--- src/rtl/output_packer.sv ---
// ----------------------------------------------------------------------------
// output_packer
//
// Byte-serial to parallel packer. Bytes arrive one per valid/ready handshake
// and are packed into a [0:8*n-1] vector, first byte in the leftmost slot.
// The vector is presented on a valid/ack handshake once n bytes have arrived,
// or earlier when flush closes a partial vector. Unfilled slots read 0 and
// out_len reports how many leading bytes are valid.
//
// Parameters:
//   n          bytes per packed vector (n >= 1)
//   CW         width of the byte count, derived as $clog2(n+1)
//
// Ports:
//   clk        clock, rising edge
//   rst_n      synchronous active-low reset
//   in_valid   byte offered on in_data
//   in_data    offered byte
//   in_ready   byte accepted this cycle when in_valid is also high
//   flush      close the current partial vector early
//   out_vec    packed vector; k-th accepted byte at out_vec[8*k +: 8]
//   out_len    number of valid bytes in out_vec (1..n)
//   out_valid  out_vec/out_len valid and held until out_ack
//   out_ack    consumer takes the vector when out_valid is high
// ----------------------------------------------------------------------------
module output_packer #(
    parameter  int n  = 2,
    localparam int CW = $clog2(n + 1)
) (
    input  logic            clk,
    input  logic            rst_n,
    input  logic            in_valid,
    input  logic [7:0]      in_data,
    output logic            in_ready,
    input  logic            flush,
    output logic [0:8*n-1]  out_vec,
    output logic [CW-1:0]   out_len,
    output logic            out_valid,
    input  logic            out_ack
);

    typedef enum logic [1:0] {
        S_IDLE,
        S_FILL,
        S_HOLD
    } state_t;

    state_t           r_state;
    logic [CW-1:0]    r_count;
    logic [0:8*n-1]   r_vec;
    logic [CW-1:0]    r_len;
    logic             r_valid;
    logic             r_ready;

    logic             w_accept;
    logic [CW-1:0]    w_count_next;
    logic             w_close;

    // r_ready is only ever high in FILL, so it doubles as the state qualifier.
    assign w_accept     = in_valid && r_ready;
    assign w_count_next = r_count + CW'(w_accept);

    // Close on the n-th byte, or on flush when at least one byte (possibly the
    // one arriving this cycle) is in the vector. A flush that lands on the
    // n-th byte yields the same length n as a normal completion.
    assign w_close = (r_state == S_FILL) &&
                     ((w_accept && (r_count == CW'(n - 1))) ||
                      (flush && (w_count_next != '0)));

    // NOTE: all state is updated with non-blocking assignments so every
    // register samples the pre-edge values of the others.
    always_ff @(posedge clk) begin
        if (!rst_n) begin
            r_state <= S_IDLE;
            r_count <= '0;
            // NOTE: the data vector is reset too, since unreceived slots
            // must read 0 and partial data must never leak past a reset.
            r_vec   <= '0;
            r_len   <= '0;
            r_valid <= 1'b0;
            r_ready <= 1'b0;
        end else begin
            case (r_state)
                S_IDLE: begin
                    r_state <= S_FILL;
                    r_ready <= 1'b1;
                end

                S_FILL: begin
                    if (w_accept) begin
                        // Decode the slot with constant selects so each byte
                        // lane is a plain enable-register.
                        for (int k = 0; k < n; k++) begin
                            if (r_count == CW'(k)) begin
                                r_vec[8*k +: 8] <= in_data;
                            end
                        end
                        r_count <= w_count_next;
                    end
                    if (w_close) begin
                        r_state <= S_HOLD;
                        r_len   <= w_count_next;
                        r_valid <= 1'b1;
                        r_ready <= 1'b0;
                    end
                end

                S_HOLD: begin
                    if (out_ack) begin
                        r_state <= S_FILL;
                        r_valid <= 1'b0;
                        r_vec   <= '0;
                        r_count <= '0;
                        r_ready <= 1'b1;
                    end
                end

                default: begin
                    r_state <= S_IDLE;
                    r_ready <= 1'b0;
                    r_valid <= 1'b0;
                end
            endcase
        end
    end

    assign in_ready  = r_ready;
    assign out_vec   = r_vec;
    assign out_len   = r_len;
    assign out_valid = r_valid;

endmodule

--- config.mk ---
export PLATFORM = sky130hd
export DESIGN_NAME = output_packer
export DESIGN_NICKNAME = d
export VERILOG_FILES = /design/src/rtl/output_packer.sv
export SDC_FILE = /design/constraint.sdc
export NUM_CORES = 1
export LEC_CHECK = 0
export CAP_MARGIN = 20
export CORE_ASPECT_RATIO = 0.5
export CORE_UTILIZATION = 41
export CTS_CLUSTER_SIZE = 24
export DETAILED_ROUTE_END_ITERATION = 16
export PLACE_DENSITY = 0.77
export SYNTH_ARGS = -nofsm -noshare
export SYNTH_HDL_FRONTEND = slang
export SYNTH_SLANG_ARGS = --single-unit
--- constraint.sdc ---
create_clock -name clk -period 2 [get_ports clk]
set_clock_uncertainty 0.2 [all_clocks]
set_input_delay 0.6 -clock clk [delete_from_list [all_inputs] [get_ports clk]]
set_output_delay 0.6 -clock clk [all_outputs]
set_load 0.1 [all_outputs]
==> results of run 1 <==
[routing by layer]
layer  wire (µm)  GRT usage, %  part of all wire [%]  up-vias
met1        1140          21.3                    47      419
met5           0             0                     0        -
met4           0          2.88                     0        0
met2        1180          31.3                    49       19
met3          83          4.94                   3.5        0
li1            -             -                     -      456
[through the flow]
| stage | instance area, µm² | setup WS, ns | total power [mW] | utilization, % |
|---|---|---|---|---|
| after floorplan | 1160 | -0.0137 | 0.664 | - |
| after global placement | 1790 | -0.497 | 0.762 | 68.7 |
| after detailed placement | 1790 | -0.538 | 0.765 | 68.7 |
| after CTS | 1860 | 0.00508 | 1.14 | 71.3 |
| after global routing | 1850 | 0.0396 | 1.18 | 71.2 |
| final | 1850 | 0.0811 | 1.13 | 71.2 |
[timing repair]
action / in CTS / in global routing
endpoints found under the setup margin: 21 / 10
gates resized for setup: 3 / 2
pin swaps: 5 / 4
hold endpoints to repair: 0 / 0
hold buffers: 0 / 0
[power breakdown]
| part | total [mW] | internal, mW | switching (mW) |
|---|---|---|---|
| clock | 0.375 | 0.217 | 0.158 |
| sequential | 0.510 | 0.491 | 0.0193 |
| combinational | 0.243 | 0.112 | 0.131 |
| total | 1.13 | 0.821 | 0.308 |
[registers in the layout, indices dropped and copies added (netlist names)]
signal	flops
out_valid	1
out_len	2
in_ready	1
out_vec	16
r_state	2
r_count	2
[cell usage in the layout (no fill, tap or decap), types with 2 or more instances in the layout]
master,Yosys,routed
a21boi_0,2,2
buf_12,0,22
and2_1,16,13
mux2i_1,17,17
dfxtp_1,24,23
nand3b_1,2,2
buf_4,0,7
a22oi_1,2,2
clkdlybuf4s50_1,0,10
clkbuf_8,0,3
o21ai_0,3,3
nand2_1,3,3
and2_4,0,3
a22oi_2,2,2
nor2b_1,19,19
[area by class of cell]
| class | instances | area (µm²) |
|---|---|---|
| repair buffers | 41 | 611 |
| well taps | 37 | 46.3 |
| multi-input cells | 81 | 641 |
| flip-flops and latches | 24 | 484 |
| fillers | 188 | 751 |
| clock buffers | 4 | 66.3 |
| inverters | 1 | 3.75 |
[worst max-delay path by stage]
stage             start         end  slack [ns]  depth (start not counted)
3_3_place_gp   in_valid  r_state[1]       -0.50                          7
6_report          flush  r_state[1]        0.08                          5
5_1_grt           flush  r_state[1]        0.04                          5
2_1_floorplan  in_valid  r_state[1]       -0.01                          6
3_5_place_dp   in_valid  r_state[1]       -0.54                          7
4_1_cts        in_valid  r_state[1]       0.005                          7
[cells by family (layout without fill, tap and decap cells)]
| logic type | count (synthesis) | in the layout | synth area share [%] |
|---|---|---|---|
| compound gates | 14 | 14 | 9.59 |
| xor+xnor | 1 | 1 | 0.772 |
| fa+ha+maj | 1 | 1 | 1.10 |
| buf+inv | 5 | 46 | 2.98 |
| flops | 24 | 24 | 42.3 |
| mux | 17 | 17 | 15.0 |
| simple gates | 48 | 48 | 28.2 |
[worst register-to-register path, cell delays in order (launching register included)]
cell	delay, ns
dfxtp_4	0.38
and2_4	0.17
ha_4	0.21
and2_4	0.15
a211o_1	0.32
and2_4	0.19
o21a_1	0.16
==> flow_summary.yaml, run 1 <==
status:
  status: "completed"
critical_path:
  start_kind: "input port"
  crit_fanout: 4
  cpMaxStageDelayCell: "clkdlybuf4s50_1"
  cp.required_ns: 1.97
  slowest_delay_ns: 0.45
  reg2reg_slack_ns: 0.12
  cp.arrival_ns: 1.89
  r2r_cells: 6
  r2r_start: "in_ready"
  endpoint_kind: "flop"
  path_delay_family: "compound AO/OA/AOI/OAI gates"
  crit_chain: "clkdlybuf4s50_1, and2_4, a211o_1, and2_4, o21a_1"
  r2r_end: "r_state[1]"
  path_class: "in2reg"
  critPathBufInv: 1
  cp_common_cell: "and2_4"
hold_path:
  whs_endpoint: "out_len[1]"
  hold_path_depth: 2
  hold_path.class: "reg2reg"
  hp-start: "out_len[1]"
drt:
  ant_nets: 0
  num_vias: 894
  drt_iter0_markers: 45
  drt-total-wl_um: 2400
  vias_per_cell: 4.76
  routedWlPerCell_um: 12.8
  drc: 0
  drt_first_pass_iters: 4
floorplan:
  core_um2: 2600
  io_pins: 33
  rows: 13
  die_y_um: 39.2
  start_util_pct: 43.6
  die_w_um: 76.4
  die_area_um2: 2990
place:
  hpwlAfterDp_um: 1710
  gp_congestion: 0.722
  io_buffers: 32
  dp_cells: 184
global_route:
  gr-total-overflow: 0
  grt_max_degree: 26
  antenna_found_initial: 0
  grt_pass1_vias: 820
  grt_usage_pct: 17.3
  grt_pass1_wl_um: 3820
clock_network:
  h-tree-depth: 1
  clkSinkCount: 24
  cts_buffer_depth: 2
  clock_latency_ns: 0.27
  root_buffer: "clkbuf_8"
  cts_tree: "built"
  post_cts_buffers: 0
  cts_inserted_buffers: 3
  clk_pin_slew_ns: 0.09
synthesis:
  synthArstFlopShare_pct: 0
  synth_edf_count: 0
  yosys.cell_count.top_type: "dfxtp_1"
  syn_avg_cell_area_um2: 10.3
  synthTopCellsByCount: "dfxtp_1, nor2b_1, mux2i_1"
  synth_area_leaders: "dfxtp_1, mux2i_1, nor2b_1, and2_1, a22oi_2"
  ys_warn_count: 0
  synth_cell_types: 28
  ys.flop_type: "dfxtp_1"
  synth_area_um2: 1130
  synth_top_area_share_pct: 42.3
  ys_seq_area_share_pct: 42.3
  synthCells: 110
  synth_top_cell_by_area: "dfxtp_1"
  synth_nets: 124
  ys_ff_latch: 24
sta:
  rsz0062_at_grt: "no"
  holdWs_ns: 0.308
  finalSetupTns_ns: 0
  fin_crit_sh_pct: 95.9
  slew_violations: 0
  relSlewSlack_pct: 77.8
  finalHoldViolations: 0
  worstMarginPinSlew_ns: 0.333
  min_period_ns: 1.92
  finalSetupViolations: 0
  max_freq_mhz: 521
cells_and_area:
  num_antenna_cells: 0
  fin_cells: 188
  drive_gt1_share_pct: 29.1
  fin_nets: 166
  area.growth.synth_to_final_pct: 63.2
pwr:
  power.density_nw_per_um2: 609
  leakage_nw: 0.698
  ir_worst_vdd_mv: 0.461
job:
  drv_cap: 0
Note: power is estimated with default switching activity, not from simulation.
==> inputs of run 2 (changes only) <==
- CORE_ASPECT_RATIO: 0.5 -> unset
- CORE_UTILIZATION: 41 -> 46
- PLACE_DENSITY: 0.77 -> 0.82
- clock period: 2 -> 1.9 ns (I/O delays scaled with it)
==> flow_summary.yaml, run 2 (synthesized netlist as in run 1, its figures left out) <==
critical_path:
  crit_fanout: 4
  start_kind: "input port"
  path_class: "in2reg"
  cp.required_ns: 1.94
  cp.arrival_ns: 1.93
  endpoint_kind: "flop"
floorplan:
  die_w_um: 51.7
  start_util_pct: 49.9
  die_area_um2: 2670
  io_pins: 33
  core_um2: 2280
  die_y_um: 51.7
  rows: 17
sta:
  rsz0062_at_grt: "yes"
  setup_ws_ns: 0.00893
  finalHoldViolations: 0
  holdWs_ns: 0.318
  finalSetupViolations: 0
  max_freq_mhz: 529
  relSlewSlack_pct: 78.7
  min_period_ns: 1.89
  slew_violations: 0
  worstMarginPinSlew_ns: 0.319
  finalSetupTns_ns: 0
  fin_crit_sh_pct: 99.5
cells_and_area:
  final_core_util_pct: 81.7
  drive_gt1_share_pct: 31.0
  nFillCells: 130
  largest_register_ffs: 16
  area.growth.synth_to_final_pct: 63.9
  multi_input_area_um2: 648
  register_area_um2: 484
  final_common_cell: "dfxtp_1"
  fin_nets: 170
  num_antenna_cells: 0
  most-common-layout-cells: "dfxtp_1, buf_12, nor2b_1"
pwr:
  power.density_nw_per_um2: 635
  p_total_mw: 1.18
  ir_worst_vdd_mv: 0.666
  leakage_nw: 0.716
global_route:
  grt_max_degree: 26
  grt_usage_pct: 23.8
  gr-total-overflow: 0
  grt_pass1_wl_um: 4590
  grt_pass1_vias: 1025
  antenna_found_initial: 0
status:
  status: "completed"
clock_network:
  h-tree-depth: 1
  cts_buffer_depth: 2
  clkSinkCount: 24
  cts_inserted_buffers: 3
  clk_pin_slew_ns: 0.13
  root_buffer: "clkbuf_4"
  cts_tree: "built"
  clock_latency_ns: 0.33
place:
  hpwlAfterDp_um: 2050
  io_buffers: 32
  place_ws_ns: -0.608
  gp_congestion: 0.762
drt:
  drc: 0
  vias_per_cell: 5.19
  num_vias: 950
  drt_iter0_markers: 5
  routedWlPerCell_um: 15.2
  drt-total-wl_um: 2780
  drt_first_pass_iters: 4
  ant_nets: 0
job:
  drv_cap: 0
hold_path:
  hold_path.class: "reg2reg"
run 2: cell count changes in the layout (fill, tap and decap cells not counted), sizes merged:
cell	change
buf	+3
bufinv	+1
clkbuf	-1
clkdlybuf4s15	+1
run 2: critical path, stage by stage:
cell	delay (ns)
clkdlybuf4s15_1	0.18
and2_4	0.15
ha_4	0.15
xor2_1	0.15
a211o_1	0.37
and2_4	0.17
o21a_1	0.18
run 2: power breakdown:
group,internal [mW],total (mW),switching (mW)
logic,0.124,0.268,0.144
clock network,0.214,0.377,0.163
registers,0.518,0.537,0.0191
total,0.856,1.18,0.326
run 2: routing by layer:
metal	wire length [µm]	global-route usage, %	vias up
li1	-	-	468
met5	0	0	-
met4	36	9.01	0
met2	1550	45.7	25
met3	112	7.31	4
met1	1080	23.4	453
run 2: path summary, 6_finish.rpt:
kind                            startpoint         end  slack, ns  cells after the start
worst min-delay path            out_len[0]  out_len[0]       0.32                      2
worst max register to register    in_ready  r_state[1]       0.03                      6
worst min register to register  out_len[0]  out_len[0]       0.32                      2
worst max-delay path              in_valid  r_state[1]      0.009                      7
run 2: timing repair:
item	in CTS	in global routing
resized for setup	3	2
hold buffers	0	0
pin swaps	4	2
setup endpoints to repair	18	10
setup buffers	1	1
run 2: layout make-up:
class | instances | area share [%]
Timing Repair Buffer | 45 | 34.2
Tap cell | 28 | 1.88
Clock inverter | 1 | 1.61
Clock buffer | 3 | 1.21
Sequential cell | 24 | 26.0
Multi-Input combinational cell | 81 | 34.8
Inverter | 1 | 0.202
run 2: stage by stage:
| stage | instance area, µm² | instances |
|---|---|---|
| 2_1_floorplan | 1160 | 110 |
| 3_3_place_gp | 1780 | 177 |
| 3_5_place_dp | 1780 | 177 |
| 4_1_cts | 1850 | 182 |
| 5_1_grt | 1860 | 183 |
| 6_report | 1860 | 183 |
